<file path="config.mk">
export PLATFORM = sky130hd
export DESIGN_NAME = bd_word_arbiter
export DESIGN_NICKNAME = d
export VERILOG_FILES = /design/src/rtl/bd_pkg.sv /design/src/rtl/bd_word_arbiter_rr_grant.sv /design/src/rtl/bd_word_arbiter.sv
export SDC_FILE = /design/constraint.sdc
export NUM_CORES = 1
export LEC_CHECK = 0
export ABC_CLOCK_PERIOD_IN_PS = 9900
export BUFFER_PORTS_ARGS = -buffer_cell sky130_fd_sc_hd__clkbuf_2
export CORE_MARGIN = 10
export CORE_UTILIZATION = 46
export CTS_BUF_LIST = sky130_fd_sc_hd__clkbuf_8 sky130_fd_sc_hd__clkbuf_16
export DETAILED_ROUTE_END_ITERATION = 10
export HOLD_SLACK_MARGIN = 0.05
export PLACE_DENSITY = 0.81
export SETUP_SLACK_MARGIN = 0.15
export SKIP_CTS_REPAIR_TIMING = 1
export SLEW_MARGIN = 30
export SYNTH_ARGS = -nofsm -noshare
export SYNTH_HDL_FRONTEND = slang
export SYNTH_SLANG_ARGS = --single-unit
</file>
<file path="constraint.sdc">
create_clock -name clk -period 9.9 [get_ports clk]
set_clock_uncertainty 0.2 [all_clocks]
set_input_delay 1.98 -clock clk [delete_from_list [all_inputs] [get_ports clk]]
set_output_delay 1.98 -clock clk [all_outputs]
set_load 0.01 [all_outputs]
</file>
<file path="src/rtl/bd_pkg.sv">
// Shared BD definitions: field widths, PROG leaf codes and arbiter state encoding.
package bd_pkg;

  localparam int unsigned NCODE    = 6;
  localparam int unsigned NPAYLOAD = 24;
  localparam int unsigned NHORN    = 34;

  localparam logic [NCODE-1:0] AMMM = 6'd26;
  localparam logic [NCODE-1:0] PAT  = 6'd27;
  localparam logic [NCODE-1:0] TAT0 = 6'd28;
  localparam logic [NCODE-1:0] TAT1 = 6'd29;

  typedef logic [0:0] arb_state_t;
  localparam arb_state_t ARB    = 1'b0;
  localparam arb_state_t LOCKED = 1'b1;

  // PROG leaves travel as two half-words and must not be interleaved.
  function automatic logic is_prog(input logic [NCODE-1:0] code);
    return (code >= AMMM) && (code <= TAT1);
  endfunction

endpackage

</file>
<file path="src/rtl/bd_word_arbiter_rr_grant.sv">
// Combinational round-robin picker: one-hot grant to the first request at or after ptr.
module rr_grant #(
  parameter int unsigned NREQ = 4
) (
  input  logic [NREQ-1:0]         req,
  input  logic [$clog2(NREQ)-1:0] ptr,
  output logic [NREQ-1:0]         grant
);

  localparam int unsigned PW = $clog2(NREQ);

  logic            found;
  logic [PW-1:0]   idx;

  always_comb begin
    grant = '0;
    found = 1'b0;
    idx   = '0;
    for (int unsigned k = 0; k < NREQ; k++) begin
      idx = PW'((32'(ptr) + k) % NREQ);
      if (!found && req[idx]) begin
        grant[idx] = 1'b1;
        found      = 1'b1;
      end
    end
  end

endmodule

</file>
<file path="src/rtl/bd_word_arbiter.sv">
// Round-robin merge of NREQ word streams into one registered BD encoder input,
// holding the grant across PROG half-word pairs.
module bd_word_arbiter #(
  parameter int unsigned NREQ         = 4,
  parameter int unsigned NPAYLOAD     = bd_pkg::NPAYLOAD,
  parameter int unsigned NCODE        = bd_pkg::NCODE,
  parameter int unsigned LOCK_TIMEOUT = 1024,
  parameter int unsigned NCNT         = 16
) (
  input  logic                     clk,
  input  logic                     reset,
  input  logic [NREQ-1:0]          in_v,
  input  logic [NREQ*NCODE-1:0]    in_leaf_code,
  input  logic [NREQ*NPAYLOAD-1:0] in_payload,
  output logic [NREQ-1:0]          in_a,
  output logic                     out_v,
  output logic [NCODE-1:0]         out_leaf_code,
  output logic [NPAYLOAD-1:0]      out_payload,
  input  logic                     out_a,
  output logic                     lock_err,
  input  logic                     clr_stat,
  output logic [NREQ*NCNT-1:0]     word_cnt
);
  import bd_pkg::*;

  localparam int unsigned IW = $clog2(NREQ);
  localparam int unsigned LW = (LOCK_TIMEOUT > 1) ? $clog2(LOCK_TIMEOUT) : 1;
  localparam logic [IW-1:0]   LAST_REQ  = IW'(NREQ - 1);
  localparam logic [LW-1:0]   LOCK_LAST = LW'(LOCK_TIMEOUT - 1);
  localparam logic [NCNT-1:0] CNT_MAX   = '1;

  logic                out_v_q, out_v_d;
  logic [NCODE-1:0]    out_code_q, out_code_d;
  logic [NPAYLOAD-1:0] out_payload_q, out_payload_d;
  logic [IW-1:0]       rr_ptr_q, rr_ptr_d;
  arb_state_t          state_q, state_d;
  logic [IW-1:0]       lock_req_q, lock_req_d;
  logic [NCODE-1:0]    lock_code_q, lock_code_d;
  logic [LW-1:0]       lock_cnt_q, lock_cnt_d;
  logic                lock_err_q, lock_err_d;
  logic [NCNT-1:0]     cnt_q [NREQ];
  logic [NCNT-1:0]     cnt_d [NREQ];

  logic                load_en, xfer, err_set;
  logic [NREQ-1:0]     lock_mask, req, grant, ack;
  logic [IW-1:0]       g_idx, next_ptr, lock_next_ptr;
  logic [NCODE-1:0]    sel_code;
  logic [NPAYLOAD-1:0] sel_payload;

  assign load_en = ~out_v_q | out_a;

  always_comb begin
    lock_mask             = '0;
    lock_mask[lock_req_q] = 1'b1;
  end

  assign req = (state_q == LOCKED) ? (in_v & lock_mask) : in_v;

  rr_grant #(
    .NREQ (NREQ)
  ) u_rr_grant (
    .req   (req),
    .ptr   (rr_ptr_q),
    .grant (grant)
  );

  // Grant already implies valid; reset masks acks while the state is held.
  assign ack  = grant & {NREQ{load_en & reset}};
  assign xfer = |ack;

  always_comb begin
    g_idx = '0;
    for (int unsigned i = 0; i < NREQ; i++) begin
      if (grant[i]) g_idx = IW'(i);
    end
  end

  assign sel_code      = in_leaf_code[g_idx*NCODE +: NCODE];
  assign sel_payload   = in_payload[g_idx*NPAYLOAD +: NPAYLOAD];
  assign next_ptr      = (g_idx == LAST_REQ) ? '0 : g_idx + 1'b1;
  assign lock_next_ptr = (lock_req_q == LAST_REQ) ? '0 : lock_req_q + 1'b1;

  always_comb begin
    out_v_d       = out_v_q;
    out_code_d    = out_code_q;
    out_payload_d = out_payload_q;
    if (load_en) begin
      out_v_d = xfer;
      if (xfer) begin
        out_code_d    = sel_code;
        out_payload_d = sel_payload;
      end
    end
  end

  always_comb begin
    state_d     = state_q;
    rr_ptr_d    = rr_ptr_q;
    lock_req_d  = lock_req_q;
    lock_code_d = lock_code_q;
    lock_cnt_d  = lock_cnt_q;
    err_set     = 1'b0;
    if (xfer) rr_ptr_d = next_ptr;
    case (state_q)
      ARB: begin
        if (xfer && is_prog(sel_code)) begin
          state_d     = LOCKED;
          lock_req_d  = g_idx;
          lock_code_d = sel_code;
          lock_cnt_d  = '0;
        end
      end
      LOCKED: begin
        // A transfer in the timeout cycle still completes the pair cleanly.
        if (xfer) begin
          if (sel_code != lock_code_q) begin
            err_set = 1'b1;
            if (is_prog(sel_code)) begin
              lock_code_d = sel_code;
              lock_cnt_d  = '0;
            end else begin
              state_d = ARB;
            end
          end else begin
            state_d = ARB;
          end
        end else if (lock_cnt_q == LOCK_LAST) begin
          err_set  = 1'b1;
          state_d  = ARB;
          rr_ptr_d = lock_next_ptr;
        end else begin
          lock_cnt_d = lock_cnt_q + 1'b1;
        end
      end
      default: state_d = ARB;
    endcase
  end

  assign lock_err_d = clr_stat ? 1'b0 : (lock_err_q | err_set);

  always_comb begin
    for (int unsigned i = 0; i < NREQ; i++) begin
      cnt_d[i] = cnt_q[i];
      if (clr_stat) begin
        cnt_d[i] = '0;
      end else if (ack[i] && (cnt_q[i] != CNT_MAX)) begin
        cnt_d[i] = cnt_q[i] + 1'b1;
      end
    end
  end

  always_ff @(posedge clk or negedge reset) begin
    if (!reset) begin
      out_v_q       <= 1'b0;
      out_code_q    <= '0;
      out_payload_q <= '0;
      rr_ptr_q      <= '0;
      state_q       <= ARB;
      lock_req_q    <= '0;
      lock_code_q   <= '0;
      lock_cnt_q    <= '0;
      lock_err_q    <= 1'b0;
      for (int unsigned i = 0; i < NREQ; i++) cnt_q[i] <= '0;
    end else begin
      out_v_q       <= out_v_d;
      out_code_q    <= out_code_d;
      out_payload_q <= out_payload_d;
      rr_ptr_q      <= rr_ptr_d;
      state_q       <= state_d;
      lock_req_q    <= lock_req_d;
      lock_code_q   <= lock_code_d;
      lock_cnt_q    <= lock_cnt_d;
      lock_err_q    <= lock_err_d;
      for (int unsigned i = 0; i < NREQ; i++) cnt_q[i] <= cnt_d[i];
    end
  end

  assign in_a          = ack;
  assign out_v         = out_v_q;
  assign out_leaf_code = out_code_q;
  assign out_payload   = out_payload_q;
  assign lock_err      = lock_err_q;

  for (genvar i = 0; i < NREQ; i++) begin : g_cnt_out
    assign word_cnt[i*NCNT +: NCNT] = cnt_q[i];
  end

endmodule

</file>
Word level (Yosys, flattened, before mapping) --
Index checks and enable logic that the tools add are counted.
Operators by class: muxes and demuxes 65, multipliers 2, reductions and logical operators 26, bitwise logic cells 10, equality and inequality tests 15, $lt $le $gt $ge 12, shifts and indexed selects 2, add/sub/neg operators 10
Operator list (number):
- $mux W16 | 8
- $shiftx A96 B8 Y24 | 1
- $add A16 B1 Y16 const B | 4
- $ne A16 B16 Y1 const B | 4
- $mux W10 | 5
- $mux W6 | 4
- $shiftx A24 B6 Y6 | 1
- $mux W1 | 23
- $mux W4 | 5
- $pmux W10 S2 | 1
- $mux W2 | 8
- $lt A2 B3 Y1 const B | 5
- $logic_and A1 B1 Y1 | 14
- $or A4 B4 Y4 | 3
- $pmux W6 S2 | 1
- $add A10 B1 Y10 const B | 1
- $demux W1 S2 | 5
- $eq A10 B10 Y1 const B | 1
- $ge A2 B1 Y1 const B | 5
- $and A4 B4 Y4 | 2
- $bmux W1 S2 | 4
- $mul A2 B2 Y4 const B | 2
- $reduce_and A4 Y1 | 2
- $reduce_bool A2 Y1 | 4
- 17 further kinds | 29
Word-level totals: bits in registers 117, logic and storage cells 155, output and inout port bits 100

Depth between registers and ports, before layout --
depth in word-level cells 29, gate-level depth with buffers 17, gate-level depth less buffers 13

By module --
From an unflattened synthesis, not the netlist that was laid out.
Second synthesis, totals: cell total of the unflattened synthesis 807, area, all modules 7088.0 um^2
By module, submodules not included:
- bd_word_arbiter | times used 1, area an instance 6750.2 um^2, seq. area each 2927.8 um^2, cells an instance 771
- rr_grant | times used 1, area an instance 337.8 um^2, seq. area each 0.0 um^2, cells an instance 36

Worst setup path after synthesis --
OpenSTA, ideal clock, no wires.
path type in2out, start in in_v[1], end out in_a[1], cell stages on the path 9, path slack 3985 ps, data arrival time 3735 ps, data required time 7720 ps, path buffers 3, cells stage by stage mux2i_1 > a211oi_1 > or2_1 > o2bb2ai_1 > nor2_2 > buf_6 > clkbuf_1 > clkbuf_1 > nor2_1
Between the ends: longest elaborated chain between the ends 15, elaborated cells on any way between the ends 27, classes of those cells 16 x mux; 5 x bitwise; 6 x reduce/logical
RTL lines:
- start: declaration | line bd_word_arbiter.sv:12 | input logic [NREQ-1:0] in_v,
- $and A4 B4 Y4 | line bd_word_arbiter.sv:57 | assign req = (state_q == LOCKED) ? (in_v & lock_mask) : in_v;
- $mux W4 * | line bd_word_arbiter.sv:57
- $bmux W1 S2 | line bd_word_arbiter_rr_grant.sv:21 | if (!found && req[idx]) begin
- $mux W1 (not written as such) | line bd_word_arbiter_rr_grant.sv:21
- $mux W1 | line bd_word_arbiter_rr_grant.sv:21
- $logic_not A1 Y1 | line bd_word_arbiter_rr_grant.sv:21
- $logic_and A1 B1 Y1 | line bd_word_arbiter_rr_grant.sv:21
- $mux W1 | line bd_word_arbiter_rr_grant.sv:21
- $logic_not A1 Y1 | line bd_word_arbiter_rr_grant.sv:21
- $logic_and A1 B1 Y1 | line bd_word_arbiter_rr_grant.sv:21
- $mux W1 | line bd_word_arbiter_rr_grant.sv:21
- $logic_not A1 Y1 | line bd_word_arbiter_rr_grant.sv:21
- $logic_and A1 B1 Y1 | line bd_word_arbiter_rr_grant.sv:21
- $mux W4 * | line bd_word_arbiter_rr_grant.sv:21
- $and A4 B4 Y4 * | line bd_word_arbiter.sv:68 | assign ack = grant & {NREQ{load_en & reset}};
- end: declaration | line bd_word_arbiter.sv:15 | output logic [NREQ-1:0] in_a,
Every way passes the cells marked *; elsewhere a longest branch is shown, timed or not. The select of a mux whose other input is x is not followed.

Worst setup path after layout --
start in in_v[0], end out in_a[2]
Same word-level chain as after synthesis.

==> summary.txt <==
Clock power share -> 23.9%
Most numerous cell in the Yosys netlist -> nor2_1
Status -> completed
Fraction of layout cells with a size suffix above 1 -> 27.6%
Via count -> 6,845
I/O Pins -> 228
N_diodes -> 0
Post-DP HPWL -> 15,500 µm
EDFF count, synth -> 0
Hold path cells -> 1
Hold path start -> out_v
Cell variety after synth -> 74
CTS max path bufs -> 2
Max Slew Vio Count -> 0
Commonest cells in the netlist -> 145 x nor2_1, 117 x dfrtp_1, 100 x nand2_1
RSZ-0062 raised after global routing -> false
Synth Flop Type -> dfrtp_1
Reg power frac -> 24.6%
CTS clk-pin slew, worst paths -> 0.05 ns
Yosys warns -> 0
Synthesized area per cell -> 8.56 µm²
Setup_tns -> 0 ns
Final hold vios -> 0
Met2 Use GR -> 29.4%
Simple-Gate Fraction of Synth Area -> 23.3%
Vias per cell -> 5.52
Hold Path Sink -> out_v
R2R Path End -> lock_code_q[1]
Power Density -> 299 nW/µm²
Die width -> 145 µm
Drc violations -> 0
CTS Buf Count -> 17
Gr usage total -> 19.2%
Vias in the first global route -> 6,448
Post-Route WL -> 21,000 µm
Crit path time final -> 6.32 ns
Worst Setup Path Type -> in -> out
Post-route ant nets -> 0
Switching Fraction -> 43.5%
Worst-Skew Late Latency -> 0.41 ns
Worst-margin pin slew -> 0.782 ns
Cell Int Power -> 1.52 mW
Share of the synthesized area in the top cell type -> 41.0%
Die area -> 20,900 µm²
Total gr overflow -> 0
MaxCap Viol Count -> 0
Largest family of logic cells by synthesized area -> simple AND/OR/NAND/NOR gates
Mux cell area share after synthesis -> 2.40%
Crit path required time -> 7.72 ns
Adder-Cell Fraction of Synth Area -> 2.63%
FMAX -> 0.158 GHz
TritonCTS sink count -> 117
Reg2reg start -> rr_ptr_q[0]
Root Driver -> clkbuf_16
XOR/XNOR Fraction of Synth Area -> 7.49%
CTS tree -> built
Worst R2R Setup Slack -> 5.02 ns
Core area -> 15,200 µm²
First DRT Iteration DRCs -> 279
Cell count after synthesis -> 833
Die Ht -> 145 µm
Flop and latch count out of synthesis -> 117
Std cell rows -> 45
Setup violators final -> 0
Worst VDD drop -> 0.000246 V
Critical path endpoint category -> output pin
Compound-Gate Fraction of Synth Area -> 19.0%
Mapped Area -> 7130 µm²
Global placement routability congestion -> 0.889
Async S/R FF share, synth -> 100%
Final Cycle Share -> 63.8%
Post-layout net count -> 1,182
Arr. time, crit path -> 4.14 ns
IO buf count -> 227
CP startpoint kind -> input pin
Largest net degree at the start of global routing -> 69
TritonRoute pass-1 iters -> 5
Slew margin rel. -> 47.8%
HP Class -> reg -> reg
Fin Hold WS -> 0.304 ns
Mapped Nets -> 976
Area added between synthesis and finish -> 26.2%
Drt wl/cell -> 16.9 µm
Busiest grt layer -> met2
Worst R2R Path Depth -> 13
Worst Path Max Fanout -> 63
Grt met1 use -> 24.8%
First-pass GRT wire length -> 32,600 µm
Initial Util -> 46.9%
H-tree depth -> 4
Sequential cell area fraction in the yosys report -> 41.0%
Comb power frac -> 51.5%
Area contributors post-synth -> dfrtp_1 41%, nor2_1 7.6%, nand2_1 5.3%
Met3 Resource Use GR -> 6.69%
P_sw -> 1.17 mW
Leak -> 4.22 nW
Leading area contributor after synthesis -> dfrtp_1
Initial antenna violation count -> 0
## cell families (layout without fill, tap and decap cells)
| logic type | after synthesis | count (layout) |
|---|---|---|
| xor+xnor | 61 | 61 |
| mux | 16 | 16 |
| flops | 117 | 117 |
| simple gates | 366 | 366 |
| buf+inv | 65 | 284 |
| fa+ha+maj | 15 | 15 |
| compound gates | 193 | 193 |
## per-stage QoR
step	instance area, µm²	cells	utilization, %	setup slack, ns	power, mW
after floorplan	7130	833	-	3.98	1.68
after global placement	8350	1207	54.9	3.58	2.00
after detailed placement	8350	1207	54.9	3.55	2.03
after CTS	8970	1239	59.0	3.54	2.68
after global routing	9000	1240	59.2	3.37	2.89
final	9000	1240	59.2	3.58	2.70
## routing by layer
metal	vias to the layer above	wire, µm
met5	-	0
met1	3230	8940
met4	0	375
met2	229	9820
li1	3360	-
met3	26	1830
## registers in the layout, summed over array words and instances (netlist names)
| name | cells |
|---|---|
| rr_ptr_q | 2 |
| out_v | 1 |
| state_q | 1 |
| lock_cnt_q | 10 |
| lock_code_q | 6 |
| lock_req_q | 2 |
| lock_err | 1 |
| out_payload | 24 |
| out_leaf_code | 6 |
| word_cnt | 64 |
## how the worst max path moves through the flow
| stage | startpoint | slack, ns | to |
|---|---|---|---|
| 6_report | in_v[0] | 3.58 | in_a[2] |
| 5_1_grt | in_v[1] | 3.37 | in_a[0] |
| 4_1_cts | in_v[1] | 3.54 | in_a[1] |
| 3_5_place_dp | in_v[1] | 3.55 | in_a[1] |
| 3_3_place_gp | in_v[1] | 3.58 | in_a[1] |
| 2_1_floorplan | in_v[1] | 3.98 | in_a[1] |
## cell type report
cell class,instances,area [µm²]
fill,1358,6200
multi-input combinational,651,3940
sequential,117,2930
timing repair buffer,234,1210
clock buffer,18,439
inverter,18,67.6
tap,188,235
clock inverter,14,184
## power by group through the flow
stage                     Sequential [mW]  Clock, mW  Combinational (mW)
final                               0.663      0.645                1.39
after global routing                0.677      0.676                1.54
after CTS                           0.663      0.655                1.36
after detailed placement            0.670          0                1.36
after global placement              0.666          0                1.33
after floorplan                     0.682          0                1.00
## worst max-delay path: stages
cell       delay (ns)
clkbuf_2         0.09
mux2i_1          0.11
a211o_1          0.37
a211oi_2         0.42
o2bb2ai_2        0.24
nor2_4           0.06
buf_4            0.33
nor2_1           0.32
clkbuf_2         0.20
## cells in the final DEF (no fill, tap or decap), types with 8 or more instances in the layout
cell type	instances
a31oi_1	9
and3_1	12
xor2_1	38
nand4_1	14
or3_1	8
nand2_1	100
nor3_1	10
nand3_1	34
dfrtp_1	117
ha_1	15
o211ai_1	8
inv_1	19
mux2i_1	13
xnor2_1	23
o21ai_0	16
nor2_1	144
a21oi_1	72
clkbuf_16	17
a311oi_1	25
clkbuf_2	226
a211oi_1	11
(Power assumes the default switching activity.)
